==> config.mk <==
export PLATFORM = sky130hd
export DESIGN_NAME = gmii_fifo_read_start_flat
export DESIGN_NICKNAME = d
export VERILOG_FILES = /design/src/rtl/gmii_fifo_read_start_pkg.sv /design/src/rtl/gmii_fifo_read_start_if.sv /design/src/rtl/gmii_fifo_read_start_sat_counter.sv /design/src/rtl/gmii_fifo_read_start.sv /design/src/flat_wrapper.sv
export SDC_FILE = /design/constraint.sdc
export NUM_CORES = 1
export LEC_CHECK = 0
export ABC_AREA = 1
export ABC_CLOCK_PERIOD_IN_PS = 2200
export BUFFER_PORTS_ARGS = -buffer_cell sky130_fd_sc_hd__buf_2
export CAP_MARGIN = 5
export CORE_ASPECT_RATIO = 1.5
export CORE_MARGIN = 2
export CORE_UTILIZATION = 30
export CTS_CLUSTER_DIAMETER = 100
export CTS_CLUSTER_SIZE = 12
export DETAILED_ROUTE_END_ITERATION = 8
export PLACE_DENSITY_LB_ADDON = 0.12
export SYNTH_ARGS = -nofsm -noshare
export SYNTH_HDL_FRONTEND = slang
export SYNTH_HIERARCHICAL = 1
export SYNTH_SLANG_ARGS = --single-unit
==> constraint.sdc <==
create_clock -name clk -period 2.2 [get_ports clk]
set_clock_uncertainty 0.2 [all_clocks]
set_input_delay 0.44 -clock clk [delete_from_list [all_inputs] [get_ports clk]]
set_output_delay 0.44 -clock clk [all_outputs]
set_load 0.01 [all_outputs]
==> src/rtl/gmii_fifo_read_start_pkg.sv <==
// Shared definitions for the GMII passthrough read side: FIFO word layout and FSM states.
// Latency: n/a (types and constant helpers only).
// Backpressure: n/a.
package gmii_fifo_read_start_pkg;

  // Read-side sequencer states
  typedef enum logic [1:0] {
    FILL  = 2'd0,
    RUN   = 2'd1,
    STALL = 2'd2
  } state_e;

  // FIFO word is {rx_en, rx_er, rxd}; enable sits above error, both above data
  function automatic int en_bit(input int data_width);
    return data_width + 1;
  endfunction

  function automatic int er_bit(input int data_width);
    return data_width;
  endfunction

endpackage

==> src/rtl/gmii_fifo_read_start_if.sv <==
// Bundle of the FIFO read port and GMII TX side (plus event counters) of the read stage.
// Latency: n/a (wiring only).
// Backpressure: the stage is the master of fifo_rdreq; GMII TX has no backpressure.
interface gmii_fifo_read_start_if #(
  parameter int DATA_WIDTH  = 8,
  parameter int USEDW_WIDTH = 8
);
  logic [DATA_WIDTH+1:0]  fifo_q;
  logic                   fifo_rdempty;
  logic [USEDW_WIDTH-1:0] fifo_rdusedw;
  logic                   fifo_rdreq;
  logic                   gmii_tx_en;
  logic                   gmii_tx_er;
  logic [DATA_WIDTH-1:0]  gmii_txd;
  logic [15:0]            underrun_cnt;
  logic [15:0]            frame_cnt;

  // Read stage view
  modport slave (
    input  fifo_q, fifo_rdempty, fifo_rdusedw,
    output fifo_rdreq, gmii_tx_en, gmii_tx_er, gmii_txd, underrun_cnt, frame_cnt
  );

  // Environment view: FIFO side drives data/levels, observes the GMII side
  modport master (
    output fifo_q, fifo_rdempty, fifo_rdusedw,
    input  fifo_rdreq, gmii_tx_en, gmii_tx_er, gmii_txd, underrun_cnt, frame_cnt
  );
endinterface

==> src/rtl/gmii_fifo_read_start_sat_counter.sv <==
// Event counter: saturates at all-ones when SATURATE=1, otherwise wraps.
// Latency: count_o reflects inc_i one clk after it is sampled.
// Backpressure: none; every inc_i pulse is counted (unless saturated).
module gmii_fifo_read_start_sat_counter #(
  parameter int WIDTH    = 16,
  parameter bit SATURATE = 1'b1
) (
  input  logic             clk,
  input  logic             rst_n,
  input  logic             inc_i,
  output logic [WIDTH-1:0] count_o
);

  logic [WIDTH-1:0] count_q;
  logic             at_max;

  assign at_max  = &count_q;
  assign count_o = count_q;

  // Count events; hold at all-ones only in saturating mode
  always_ff @(posedge clk or negedge rst_n) begin
    if (!rst_n) begin
      count_q <= '0;
    end else if (inc_i && !(SATURATE && at_max)) begin
      count_q <= count_q + WIDTH'(1);
    end
  end

endmodule

==> src/rtl/gmii_fifo_read_start.sv <==
// Prefills the RX->TX dual-clock FIFO, unpacks words onto GMII TX, stretches gaps, flags underruns.
// Latency: 2 clk from fifo_rdreq to GMII output (FIFO read cycle + output register).
// Backpressure: stops reading when the FIFO runs low in a gap or empties; GMII has no backpressure.
module gmii_fifo_read_start
  import gmii_fifo_read_start_pkg::*;
#(
  parameter int DATA_WIDTH  = 8,
  parameter int USEDW_WIDTH = 8,
  parameter int START_LEVEL = 4,
  parameter int LOW_LEVEL   = 2
) (
  input  logic                  clk,
  input  logic                  rst_n,
  gmii_fifo_read_start_if.slave fifo_gmii
);

  localparam int EN_BIT = en_bit(DATA_WIDTH);

  state_e                state_q;
  logic                  rd_valid_q;
  logic                  in_frame_q;
  logic                  drop_q;
  logic                  err_pend_q;
  logic [DATA_WIDTH+1:0] tx_word_q;
  logic [DATA_WIDTH+1:0] tx_word_d;

  logic word_en;
  logic in_frame;
  logic gap_low;
  logic start_ok;
  logic underrun_det;
  logic rdreq;
  logic frame_start;

  // The word on fifo_q is only meaningful the cycle after a read request
  assign word_en  = fifo_gmii.fifo_q[EN_BIT];
  // Include the word being presented now so a frame's first word counts as in-frame
  assign in_frame = rd_valid_q ? word_en : in_frame_q;
  assign gap_low  = rd_valid_q && !word_en &&
                    (fifo_gmii.fifo_rdusedw < USEDW_WIDTH'(LOW_LEVEL));
  assign start_ok = fifo_gmii.fifo_rdusedw >= USEDW_WIDTH'(START_LEVEL);

  // Emptying mid-frame is an underrun; while already discarding a truncated
  // frame a second empty is not reported again (that frame is already flagged)
  assign underrun_det = (state_q == RUN) && !gap_low && fifo_gmii.fifo_rdempty &&
                        in_frame && !drop_q;

  assign rdreq = (state_q == RUN) && !fifo_gmii.fifo_rdempty && !gap_low;

  // Error marker wins; otherwise forward the read word unless discarding
  assign tx_word_d = err_pend_q             ? {1'b1, 1'b1, {DATA_WIDTH{1'b0}}} :
                     (rd_valid_q && !drop_q) ? fifo_gmii.fifo_q :
                                               '0;

  assign frame_start = tx_word_d[EN_BIT] && !tx_word_q[EN_BIT];

  assign fifo_gmii.fifo_rdreq = rdreq;
  assign fifo_gmii.gmii_tx_en = tx_word_q[EN_BIT];
  assign fifo_gmii.gmii_tx_er = tx_word_q[DATA_WIDTH];
  assign fifo_gmii.gmii_txd   = tx_word_q[DATA_WIDTH-1:0];

  // Sequencer, read tracking, drop mode and the registered GMII output
  always_ff @(posedge clk or negedge rst_n) begin
    if (!rst_n) begin
      state_q    <= FILL;
      rd_valid_q <= 1'b0;
      in_frame_q <= 1'b0;
      drop_q     <= 1'b0;
      err_pend_q <= 1'b0;
      tx_word_q  <= '0;
    end else begin
      rd_valid_q <= rdreq;
      err_pend_q <= underrun_det;
      tx_word_q  <= tx_word_d;

      if (rd_valid_q) begin
        in_frame_q <= word_en;
      end

      // Discard the rest of a truncated frame up to its first idle word
      if (underrun_det) begin
        drop_q <= 1'b1;
      end else if (rd_valid_q && !word_en) begin
        drop_q <= 1'b0;
      end

      case (state_q)
        FILL: begin
          if (start_ok) state_q <= RUN;
        end
        RUN: begin
          if (gap_low) begin
            state_q <= STALL;
          end else if (fifo_gmii.fifo_rdempty) begin
            state_q <= FILL;
          end
        end
        STALL: begin
          if (start_ok) state_q <= RUN;
        end
        default: state_q <= FILL;
      endcase
    end
  end

  gmii_fifo_read_start_sat_counter #(
    .WIDTH    (16),
    .SATURATE (1'b1)
  ) u_underrun_cnt (
    .clk     (clk),
    .rst_n   (rst_n),
    .inc_i   (underrun_det),
    .count_o (fifo_gmii.underrun_cnt)
  );

  gmii_fifo_read_start_sat_counter #(
    .WIDTH    (16),
    .SATURATE (1'b0)
  ) u_frame_cnt (
    .clk     (clk),
    .rst_n   (rst_n),
    .inc_i   (frame_start),
    .count_o (fifo_gmii.frame_cnt)
  );

endmodule

==> src/flat_wrapper.sv <==
// flat-port wrapper written by rule: the top's interface ports become plain ports
module gmii_fifo_read_start_flat import gmii_fifo_read_start_pkg::*;
#(
  parameter int DATA_WIDTH  = 8,
  parameter int USEDW_WIDTH = 8,
  parameter int START_LEVEL = 4,
  parameter int LOW_LEVEL   = 2
)
  (clk, rst_n, fifo_gmii_fifo_q, fifo_gmii_fifo_rdempty, fifo_gmii_fifo_rdusedw, fifo_gmii_fifo_rdreq, fifo_gmii_gmii_tx_en, fifo_gmii_gmii_tx_er, fifo_gmii_gmii_txd, fifo_gmii_underrun_cnt, fifo_gmii_frame_cnt);
  gmii_fifo_read_start_if #(.DATA_WIDTH(DATA_WIDTH), .USEDW_WIDTH(USEDW_WIDTH)) fifo_gmii_i ();
  input  logic clk;
  input  logic rst_n;
  input wire logic [$bits(fifo_gmii_i.fifo_q)-1:0] fifo_gmii_fifo_q;
  input wire logic [$bits(fifo_gmii_i.fifo_rdempty)-1:0] fifo_gmii_fifo_rdempty;
  input wire logic [$bits(fifo_gmii_i.fifo_rdusedw)-1:0] fifo_gmii_fifo_rdusedw;
  output wire logic [$bits(fifo_gmii_i.fifo_rdreq)-1:0] fifo_gmii_fifo_rdreq;
  output wire logic [$bits(fifo_gmii_i.gmii_tx_en)-1:0] fifo_gmii_gmii_tx_en;
  output wire logic [$bits(fifo_gmii_i.gmii_tx_er)-1:0] fifo_gmii_gmii_tx_er;
  output wire logic [$bits(fifo_gmii_i.gmii_txd)-1:0] fifo_gmii_gmii_txd;
  output wire logic [$bits(fifo_gmii_i.underrun_cnt)-1:0] fifo_gmii_underrun_cnt;
  output wire logic [$bits(fifo_gmii_i.frame_cnt)-1:0] fifo_gmii_frame_cnt;
  assign fifo_gmii_i.fifo_q = fifo_gmii_fifo_q;
  assign fifo_gmii_i.fifo_rdempty = fifo_gmii_fifo_rdempty;
  assign fifo_gmii_i.fifo_rdusedw = fifo_gmii_fifo_rdusedw;
  assign fifo_gmii_fifo_rdreq = fifo_gmii_i.fifo_rdreq;
  assign fifo_gmii_gmii_tx_en = fifo_gmii_i.gmii_tx_en;
  assign fifo_gmii_gmii_tx_er = fifo_gmii_i.gmii_tx_er;
  assign fifo_gmii_gmii_txd = fifo_gmii_i.gmii_txd;
  assign fifo_gmii_underrun_cnt = fifo_gmii_i.underrun_cnt;
  assign fifo_gmii_frame_cnt = fifo_gmii_i.frame_cnt;
  gmii_fifo_read_start #(.DATA_WIDTH(DATA_WIDTH), .USEDW_WIDTH(USEDW_WIDTH), .START_LEVEL(START_LEVEL), .LOW_LEVEL(LOW_LEVEL)) u_core (.clk(clk), .rst_n(rst_n), .fifo_gmii(fifo_gmii_i));
endmodule
==> results of run 1 <==
-- kinds of logic (layout without fill, tap and decap cells) --
logic type / count (synthesis) / in the layout
simple gates: 205 / 205
buf+inv: 59 / 134
flops: 48 / 48
xor+xnor: 14 / 14
compound gates: 7 / 7
fa+ha+maj: 2 / 2
-- cell type report --
class | instances | area, sq um | share of cell area, %
Sequential cell | 48 | 1200 | 37.4
Multi-Input combinational cell | 228 | 1130 | 35.2
Timing Repair Buffer | 70 | 373 | 11.6
Inverter | 56 | 210 | 6.54
Tap cell | 107 | 134 | 4.17
Clock buffer | 6 | 129 | 4.01
Clock inverter | 2 | 35.0 | 1.09
-- Yosys cell counts --
cell	instances	area share [%]
buf_6	1	0.44
xor2_1	6	2.0
nand2_1	107	16
nand4_1	12	2.9
a21oi_2	1	0.34
nand3_1	18	3.5
nand3b_1	4	1.2
nor2_1	35	5.1
nand2_4	1	0.44
xnor2_1	8	2.7
nand3_2	3	1.2
o21ai_0	3	0.58
ha_1	2	0.97
nor3_1	2	0.39
dfrtp_1	48	47
nor2_4	4	1.8
nor2_2	12	2.9
buf_4	2	0.58
and2_1	1	0.24
inv_2	4	0.58
o21ai_1	3	0.58
nand2_2	6	1.5
inv_1	52	7.6
-- through the flow --
step	cell area, sq um	total power, W
after floorplan	2570	0.00165
after global placement	3040	0.00193
after detailed placement	3040	0.00193
after CTS	3210	0.00282
after global routing	3210	0.00297
final	3210	0.00275
-- power by group through the flow --
stage / Sequential (W) / Combinational [W] / Clock [W]
final: 0.00123 / 0.000668 / 0.000856
after detailed placement: 0.00125 / 0.000681 / 0
after global routing: 0.00127 / 0.000768 / 0.000934
after global placement: 0.00125 / 0.000681 / 0
after floorplan: 0.00126 / 0.000390 / 0
after CTS: 0.00124 / 0.000688 / 0.000896
-- worst reg2reg max path, delay by kind of cell (launching register included) --
kind | cells | cell delay (ns)
AND/OR/NAND/NOR | 10 | 0.99
AO/OA/AOI/OAI | 1 | 0.08
flip-flops | 1 | 0.43
buffers and inverters | 1 | 0.14
-- state kept, by name (all words and copies together) (netlist names) --
name                           cells
u_core/drop_q                      1
u_core/err_pend_q                  1
u_core/in_frame_q                  1
u_core/rd_valid_q                  1
u_core/state_q                     2
u_core/tx_word_q                  10
u_core/u_frame_cnt/count_o        16
u_core/u_underrun_cnt/count_o     16
-- worst paths after layout --
path / start / end / slack (ns) / cells after the start
worst max-delay path: u_core/rd_valid_q / u_core/u_underrun_cnt/count_o[15] / 0.26 / 12
worst min-delay path: fifo_gmii_fifo_q[8] / u_core/tx_word_q[8] / 0.15 / 3
worst max register to register: u_core/rd_valid_q / u_core/u_underrun_cnt/count_o[15] / 0.26 / 12
worst min register to register: u_core/state_q[0] / u_core/state_q[0] / 0.26 / 1
max in group asynchronous: rst_n / u_core/u_underrun_cnt/count_o[9] / 0.76 / 3
min in group asynchronous: rst_n / u_core/tx_word_q[7] / 0.41 / 2
-- metal layers --
metal | vias up | wire (microns)
met5 | - | 0
met4 | 0 | 118
met3 | 8 | 210
met2 | 50 | 3130
met1 | 1018 | 2280
li1 | 1168 | -
==> results.sh, run 1 <==
export IMPL_postCtsSetupBuffers=0
export IMPL_powerDensity_nw_per_um2=857
export IMPL_hold_slack_ns=0.147
export IMPL_dp_hpwl_microns=4440
export IMPL_finalWorstSetupSlack_ns=0.262
export IMPL_max_slew_margin_pct=72.2
export IMPL_setup_tns_ns=0
export IMPL_grt_use_total_pct=13.2
export IMPL_fillers=878
export IMPL_pwr_share_clk_pct=31.1
export IMPL_hold_path_class="input port to flip-flop"
export IMPL_cp_num_buf_inv=1
export IMPL_grt_antenna_before_repair=0
export IMPL_synth_mux_area_share_pct=0
export IMPL_synthXorXnorAreaFrac_pct=4.78
export IMPL_seqPwrFrac_pct=44.7
export IMPL_start_util_pct=30.7
export IMPL_leakagePower_nw=1.73
export IMPL_swShare_pct=32.8
export IMPL_max_slew_worst_pin_slew_ns=0.417
export IMPL_pre_cts_ws_ns=0.0987
export IMPL_dieArea_sq_um=9330
export IMPL_cts_hold_buffers=1
export IMPL_drt_first_iter_violations=86
export IMPL_gr_total_overflow=0
export IMPL_period_share_pct=88.1
export IMPL_clk_latency_ns=0.29
export IMPL_p_switching_w=0.000903
export IMPL_ant_nets=0
export IMPL_ir_drop_uv=431
export IMPL_grt_use_met3_pct=2.62
export IMPL_status="finished clean"
export IMPL_cts_resized_gates=0
export IMPL_grt_max_degree=21
export IMPL_path_cells="nand2_2 > o21ai_1 > nor2_1 > nand3_1 > inv_1 > nand2_1 > nor2_1 > nand2_1 > nor2_4 > nand3_1 > nand2_1 > nand2_1"
export IMPL_stdcell_count=517
export IMPL_h_tree_depth=2
export IMPL_cts_buffer_depth=2
export IMPL_grt_pass1_wl_microns=9810
export IMPL_crit_fanout=6
export IMPL_vias=2244
export IMPL_final_common_cell="nand2_1"
export IMPL_synth_area_sq_um=2570
export IMPL_grt_pass1_vias=2148
export IMPL_critPathTopFamily="simple AND/OR/NAND/NOR gates"
export IMPL_use_met1_pct=14.7
export IMPL_synthesis_nets=358
export IMPL_firstDrtPassIters=6
export IMPL_gp_congestion=0.736
export IMPL_io_buffers=62
export IMPL_synth_seq_cells=48
export IMPL_die_h_microns=117
export IMPL_drc=0
export IMPL_cts_root_buffer="clkbuf_16"
export IMPL_fin_util_pct=38.4
export IMPL_crit_path_top_delay_cell="dfrtp_1"
export IMPL_dp_cells=508
export IMPL_crit_type="flip-flop to flip-flop"
export IMPL_rows=41
export IMPL_wire_per_inst_microns=11.1
export IMPL_power_frac_comb_pct=24.2
export IMPL_grt_setup_unrepaired="false"
export IMPL_core_sq_um=8360
export IMPL_final_cell_mix="107 x nand2_1, 62 x buf_2, 52 x inv_1, 48 x dfrtp_1, 35 x nor2_1"
export IMPL_cp_arrival_ns=1.92
export IMPL_synthSimpleGateAreaFrac_pct=36.7
export IMPL_ys_seq_area_share_pct=46.8
export IMPL_synth_avg_cell_area_sq_um=7.66
export IMPL_area_growth_synth_to_final_pct=25.1
export IMPL_internal_power_w=0.00185
export IMPL_clock_fmax_mhz=516
export IMPL_synth_compound_area_share_pct=1.51
export IMPL_nets=432
export IMPL_setup_viol=0
export IMPL_numClockSinks=48
export IMPL_vias_per_cell=4.34
export IMPL_drv_slew=0
export IMPL_cap_violations=0
export IMPL_end_kind="flip-flop"
export IMPL_drive_above_1_share_pct=26.1
export IMPL_ys_types=23
export IMPL_min_period_ns=1.94
export IMPL_cpPeakStageDelay_ns=0.43
export IMPL_path_clk_slew_ns=0.06
export IMPL_worst_path_most_repeated_cell="nand2_1"
export IMPL_ios=64
export IMPL_startpoint_type="flip-flop"
export IMPL_antenna_cells=0
export IMPL_syn_inst=335
export IMPL_hold_viol=0
export IMPL_required_ns=2.18
export IMPL_die_w_microns=79.5
export IMPL_synthesis_yosys_warnings=6
export IMPL_cts_buffers=5
export IMPL_use_met2_pct=24.0
export IMPL_cts_tree="built"
export IMPL_synth_top_family_by_area="simple AND/OR/NAND/NOR gates"
export IMPL_synthAdderAreaFrac_pct=0.975
export IMPL_drt_wl_total_microns=5740
export IMPL_grt_busiest_layer="met2"
(Power assumes the default switching activity.)
==> run 2: changes to the inputs <==
Settings changed: REMOVE_ABC_BUFFERS set to 1, SKIP_LAST_GASP set to 1.
==> run 2 against run 1 <==
Flip-flop and latch count stayed put. Critical path depth stayed put. Worst hold slack better by 0.012 ns. Sequential share of layout area is 0.22 points lower. First-iteration DRC count is 21% lower. Count of clock-buffer cells in the layout stayed put. Fmax is 0.38% higher. Power is 1.9% higher. Clock power is 5.4% higher. Via count is 1.4% lower. Critical path type unchanged. Largest power group unchanged. Highest routed layer unchanged.
==> results.sh, run 2 (same netlist as run 1, synthesis figures left out) <==
export IMPL_status="finished clean"
export IMPL_core_sq_um=8360
export IMPL_r2r_slack_ns=0.27
export IMPL_area_growth_synth_to_final_pct=25.8
export IMPL_end_kind="flip-flop"
export IMPL_cap_violations=0
export IMPL_stdcell_count=516
export IMPL_setup_viol=0
export IMPL_grt_antenna_before_repair=0
export IMPL_gp_congestion=0.736
export IMPL_postCtsSetupBuffers=0
export IMPL_internal_power_w=0.00189
export IMPL_cts_tree="built"
export IMPL_r2r_start="u_core/rd_valid_q"
export IMPL_clock_fmax_mhz=518
export IMPL_swShare_pct=32.8
export IMPL_gr_total_overflow=0
export IMPL_vias=2213
export IMPL_p_switching_w=0.000919
export IMPL_path_clk_slew_ns=0.06
export IMPL_powerDensity_nw_per_um2=868
export IMPL_drv_slew=0
export IMPL_seqPwrFrac_pct=43.8
export IMPL_period_share_pct=87.8
export IMPL_min_period_ns=1.93
export IMPL_vias_per_cell=4.29
export IMPL_dieArea_sq_um=9330
export IMPL_cts_buffer_depth=2
export IMPL_cp_arrival_ns=1.91
export IMPL_h_tree_depth=2
export IMPL_drt_wl_total_microns=5680
export IMPL_whs_path_depth=3
export IMPL_setup_tns_ns=0
export IMPL_grt_max_degree=49
export IMPL_wire_per_inst_microns=11.0
export IMPL_leakagePower_nw=1.73
export IMPL_pwr_share_clk_pct=32.2
export IMPL_hold_path_class="input port to flip-flop"
export IMPL_nets=431
export IMPL_ant_nets=0
export IMPL_hold_viol=0
export IMPL_final_common_cell="nand2_1"
export IMPL_min_to="u_core/tx_word_q[8]"
export IMPL_drc=0
export IMPL_final_cell_mix="107 x nand2_1, 62 x buf_2, 51 x inv_1, 48 x dfrtp_1, 35 x nor2_1"
export IMPL_firstDrtPassIters=4
export IMPL_power_frac_comb_pct=24.0
export IMPL_ir_drop_uv=379
export IMPL_crit_type="flip-flop to flip-flop"
export IMPL_die_h_microns=117
export IMPL_timing_critical_path_from="u_core/rd_valid_q"
export IMPL_die_w_microns=79.5
export IMPL_grt_setup_unrepaired="false"
export IMPL_clk_latency_ns=0.29
export IMPL_max_slew_worst_pin_slew_ns=0.317
export IMPL_cts_root_buffer="clkbuf_16"
export IMPL_ios=64
export IMPL_required_ns=2.18
export IMPL_numClockSinks=48
export IMPL_rows=41
export IMPL_r2r_cells=12
export IMPL_drive_above_1_share_pct=26.4
export IMPL_dp_cells=507
export IMPL_antenna_cells=0
export IMPL_cts_buffers=5
export IMPL_grt_use_total_pct=13.2
export IMPL_dp_hpwl_microns=4310
export IMPL_startpoint_type="flip-flop"
export IMPL_max_slew_margin_pct=78.8
export IMPL_hp_start="fifo_gmii_fifo_q[8]"
export IMPL_grt_pass1_vias=2193
export IMPL_r2r_end="u_core/u_underrun_cnt/count_o[15]"
export IMPL_io_buffers=62
export IMPL_drt_first_iter_violations=68
export IMPL_start_util_pct=30.7
export IMPL_crit_fanout=6
export IMPL_grt_pass1_wl_microns=9850
run 2: routing by layer:
layer | wire [microns] | track usage [%] | share of wire, %
met1 | 2280 | 14.4 | 40
met2 | 3080 | 24.6 | 54
met5 | 0 | 0 | 0
met3 | 242 | 2.69 | 4.3
met4 | 88 | 4.53 | 1.5
run 2: worst max path at each step:
stage	end	slack, ns	cells past startpoint
2_1_floorplan	u_core/u_underrun_cnt/count_o[15]	0.37	13
3_3_place_gp	u_core/u_underrun_cnt/count_o[15]	0.11	14
3_5_place_dp	u_core/u_underrun_cnt/count_o[15]	0.06	14
4_1_cts	u_core/u_underrun_cnt/count_o[15]	0.19	12
5_1_grt	u_core/u_underrun_cnt/count_o[15]	0.02	12
6_report	u_core/u_underrun_cnt/count_o[15]	0.27	12
run 2: per-stage QoR:
step | power, W | utilization [%] | area, sq um | hold slack, ns | worst slack [ns]
after detailed placement | 0.00194 | 36.4 | 3040 | 0.247 | 0.0618
after global routing | 0.00302 | 38.6 | 3230 | 0.161 | 0.0152
after floorplan | 0.00163 | - | 2540 | -0.0556 | 0.369
final | 0.00281 | 38.6 | 3230 | 0.159 | 0.269
after global placement | 0.00193 | 36.4 | 3040 | 0.247 | 0.110
after CTS | 0.00287 | 38.6 | 3230 | 0.149 | 0.186
run 2: power groups by stage:
stage / logic [W] / registers [W] / clock network [W]
finish: 0.000674 / 0.00123 / 0.000902
CTS: 0.000694 / 0.00124 / 0.000937
floorplan: 0.000361 / 0.00127 / 0
global placement: 0.000682 / 0.00125 / 0
detailed placement: 0.000689 / 0.00125 / 0
global route: 0.000781 / 0.00127 / 0.000967
run 2: cell type report:
| class | count | area, sq um |
|---|---|---|
| inverter | 56 | 210 |
| fill | 894 | 5130 |
| tap | 107 | 134 |
| clock inverter | 2 | 38.8 |
| timing repair buffer | 69 | 378 |
| clock buffer | 6 | 139 |
| multi-input combinational | 228 | 1130 |
| sequential | 48 | 1200 |
run 2: repair_timing:
item,4_1_cts,5_1_grt
hold endpoints to repair,48,0
hold buffers,1,0
setup endpoints to repair,0,3
resized for setup,0,1
run 2: worst max-delay path, stage by stage (launching register included):
cell and delay (ns):
dfrtp_1 0.43, nand2_2 0.11, o21ai_1 0.09, nor2_1 0.10, nand3_1 0.11, inv_2 0.10
nand2_1 0.06, nor2_1 0.13, nand2_1 0.12, nor2_4 0.17, nand3_1 0.09, nand2_1 0.07
nand2_1 0.04
==> run 3: changes to the inputs <==
Settings changed: ABC_AREA 1 to not set.
==> run 3 against run 2 <==
Final cell count fell by 34%. Global-route usage down 0.78 points. Via count is 28% lower. Setup slack lost 0.19 ns. Critical path depth shrank 7. Worst hold slack worse by 0.025 ns. Die area down 16%. Non-clock buffer count up 7. Count of clock-buffer cells in the layout fell by 1.
==> results.sh, run 3 <==
export IMPL_dp_cells=331
export IMPL_powerDensity_nw_per_um2=789
export IMPL_cap_violations=0
export IMPL_antenna_cells=0
export IMPL_r2r_end="u_core/u_underrun_cnt/count_o[5]"
export IMPL_hold_viol=0
export IMPL_min_period_ns=2.12
export IMPL_startpoint_type="input port"
export IMPL_hp_start="fifo_gmii_fifo_rdempty"
export IMPL_drv_slew=0
export IMPL_finalPower_w=0.00221
export IMPL_dp_hpwl_microns=3320
export IMPL_drive_above_1_share_pct=39.3
export IMPL_wire_per_inst_microns=13.3
export IMPL_crit_fanout=2
export IMPL_final_cell_mix="62 x buf_2, 48 x dfrtp_1, 14 x xor2_1"
export IMPL_h_tree_depth=2
export IMPL_hold_path_class="input port to flip-flop"
export IMPL_area_growth_synth_to_final_pct=30.3
export IMPL_die_h_microns=108
export IMPL_synth_edf_count=0
export IMPL_whs_path_depth=2
export IMPL_grt_pass1_vias=1586
export IMPL_gp_congestion=0.762
export IMPL_ys_types=34
export IMPL_grt_use_total_pct=12.5
export IMPL_io_buffers=62
export IMPL_grt_max_degree=49
export IMPL_start_util_pct=31.1
export IMPL_drc=0
export IMPL_path_clk_slew_ns=0.09
export IMPL_status="finished clean"
export IMPL_setup_viol=0
export IMPL_synth_most_common_cell="dfrtp_1"
export IMPL_regArea_sq_um=1200
export IMPL_clk_latency_ns=0.30
export IMPL_syn_inst=179
export IMPL_period_share_pct=96.4
export IMPL_cts_tree="built"
export IMPL_r2r_cells=9
export IMPL_min_to="u_core/rd_valid_q"
export IMPL_max_slew_margin_pct=69.9
export IMPL_synth_area_sq_um=2150
export IMPL_synthesis_yosys_warnings=6
export IMPL_ir_drop_uv=353
export IMPL_clock_fmax_mhz=472
export IMPL_ys_flop_type="dfrtp_1"
export IMPL_cts_root_buffer="clkbuf_8"
export IMPL_synth_top_area_share_pct=55.9
export IMPL_end_kind="primary output"
export IMPL_synth_async_reset_ratio_pct=100
export IMPL_fin_util_pct=40.6
export IMPL_gr_total_overflow=0
export IMPL_drt_wl_total_microns=4510
export IMPL_ys_seq_area_share_pct=55.9
export IMPL_cts_buffer_depth=2
export IMPL_numClockSinks=48
export IMPL_rows=37
export IMPL_leakagePower_nw=1.47
export IMPL_grt_antenna_before_repair=0
export IMPL_die_w_microns=73.1
export IMPL_final_common_cell="buf_2"
export IMPL_synth_area_leader_cell="dfrtp_1"
export IMPL_max_slew_worst_pin_slew_ns=0.452
export IMPL_required_ns=1.56
export IMPL_postCtsSetupBuffers=0
export IMPL_synth_avg_cell_area_sq_um=12.0
export IMPL_fillers=681
export IMPL_drt_first_iter_violations=47
export IMPL_ios=64
export IMPL_crit_type="input port to primary output"
export IMPL_dieArea_sq_um=7870
export IMPL_firstDrtPassIters=4
export IMPL_synth_area_leaders="dfrtp_1 56%, xor2_1 5.7%, xnor2_1 4.9%"
export IMPL_core_sq_um=6900
export IMPL_vias_per_cell=4.67
export IMPL_multi_input_area_sq_um=945
export IMPL_synth_seq_cells=48
export IMPL_grt_setup_unrepaired="true"
export IMPL_r2r_slack_ns=0.11
export IMPL_r2r_start="u_core/rd_valid_q"
export IMPL_stdcell_count=340
export IMPL_ant_nets=0
export IMPL_cts_buffers=5
export IMPL_nets=284
export IMPL_cp_arrival_ns=1.48
export IMPL_synthTopCellsByCount="48 x dfrtp_1, 14 x xor2_1, 12 x nand3_1, 12 x nor2_1, 12 x xnor2_1"
export IMPL_grt_pass1_wl_microns=7520
export IMPL_vias=1588
export IMPL_timing_critical_path_from="fifo_gmii_fifo_rdusedw[4]"
run 3: metrics by stage:
step / setup slack (ns) / TNS, ns / hold WS (ns) / instance area, sq um
6_report: 0.0793 / 0 / 0.134 / 2800
3_5_place_dp: 0.0460 / 0 / 0.253 / 2660
2_1_floorplan: 0.109 / 0 / -0.0556 / 2140
5_1_grt: -0.0448 / -0.140 / 0.125 / 2800
4_1_cts: 0.0501 / 0 / 0.127 / 2790
3_3_place_gp: 0.0440 / 0 / 0.252 / 2660
run 3: kinds of logic after synthesis:
family	after synthesis	synth area share, %
buffers and inverters	5	0.931
AO/OA/AOI/OAI	11	3.09
multiplexers	6	3.14
AND/OR/NAND/NOR	81	25.2
flip-flops	48	55.9
XOR/XNOR	26	10.6
adder cells (fa/ha/maj)	2	1.16
run 3: worst max-delay path by stage:
stage	to	slack, ns	depth (start not counted)
after floorplan	u_core/u_frame_cnt/count_o[12]	0.11	7
after global placement	fifo_gmii_fifo_rdreq	0.04	5
after detailed placement	fifo_gmii_fifo_rdreq	0.05	5
after CTS	fifo_gmii_fifo_rdreq	0.05	3
after global routing	u_core/u_underrun_cnt/count_o[5]	-0.04	9
final	fifo_gmii_fifo_rdreq	0.08	5
run 3: routing by layer:
metal,track usage (%),share of wire (%)
met2,21.1,53
met1,14.3,40
met4,5.16,1.8
met3,3.75,5.5
met5,0,0
run 3: layout make-up:
type / count / share of cell area [%]
Tap cell: 78 / 3.49
Clock inverter: 3 / 1.52
Inverter: 4 / 0.536
Multi-Input combinational cell: 126 / 33.7
Timing Repair Buffer: 76 / 15.4
Clock buffer: 5 / 2.46
Sequential cell: 48 / 42.9
run 3: timing repair:
item,in CTS,in global routing
gates cloned,0,0
pin swaps,0,1
hold buffers,1,0
setup endpoints to repair,1,11
resized for setup,2,2
hold endpoints to repair,48,0
run 3: power by group:
part | total [W] | switching [W] | internal [W]
Combinational | 0.000425 | 0.000216 | 0.000209
Sequential | 0.00114 | 0.000144 | 0.000996
Clock | 0.000642 | 0.000305 | 0.000337
run 3: critical path, cell delays in order:
cell       delay, ns
buf_2           0.09
or4_4           0.53
nor3_4          0.15
a2111oi_2       0.10
buf_2           0.17
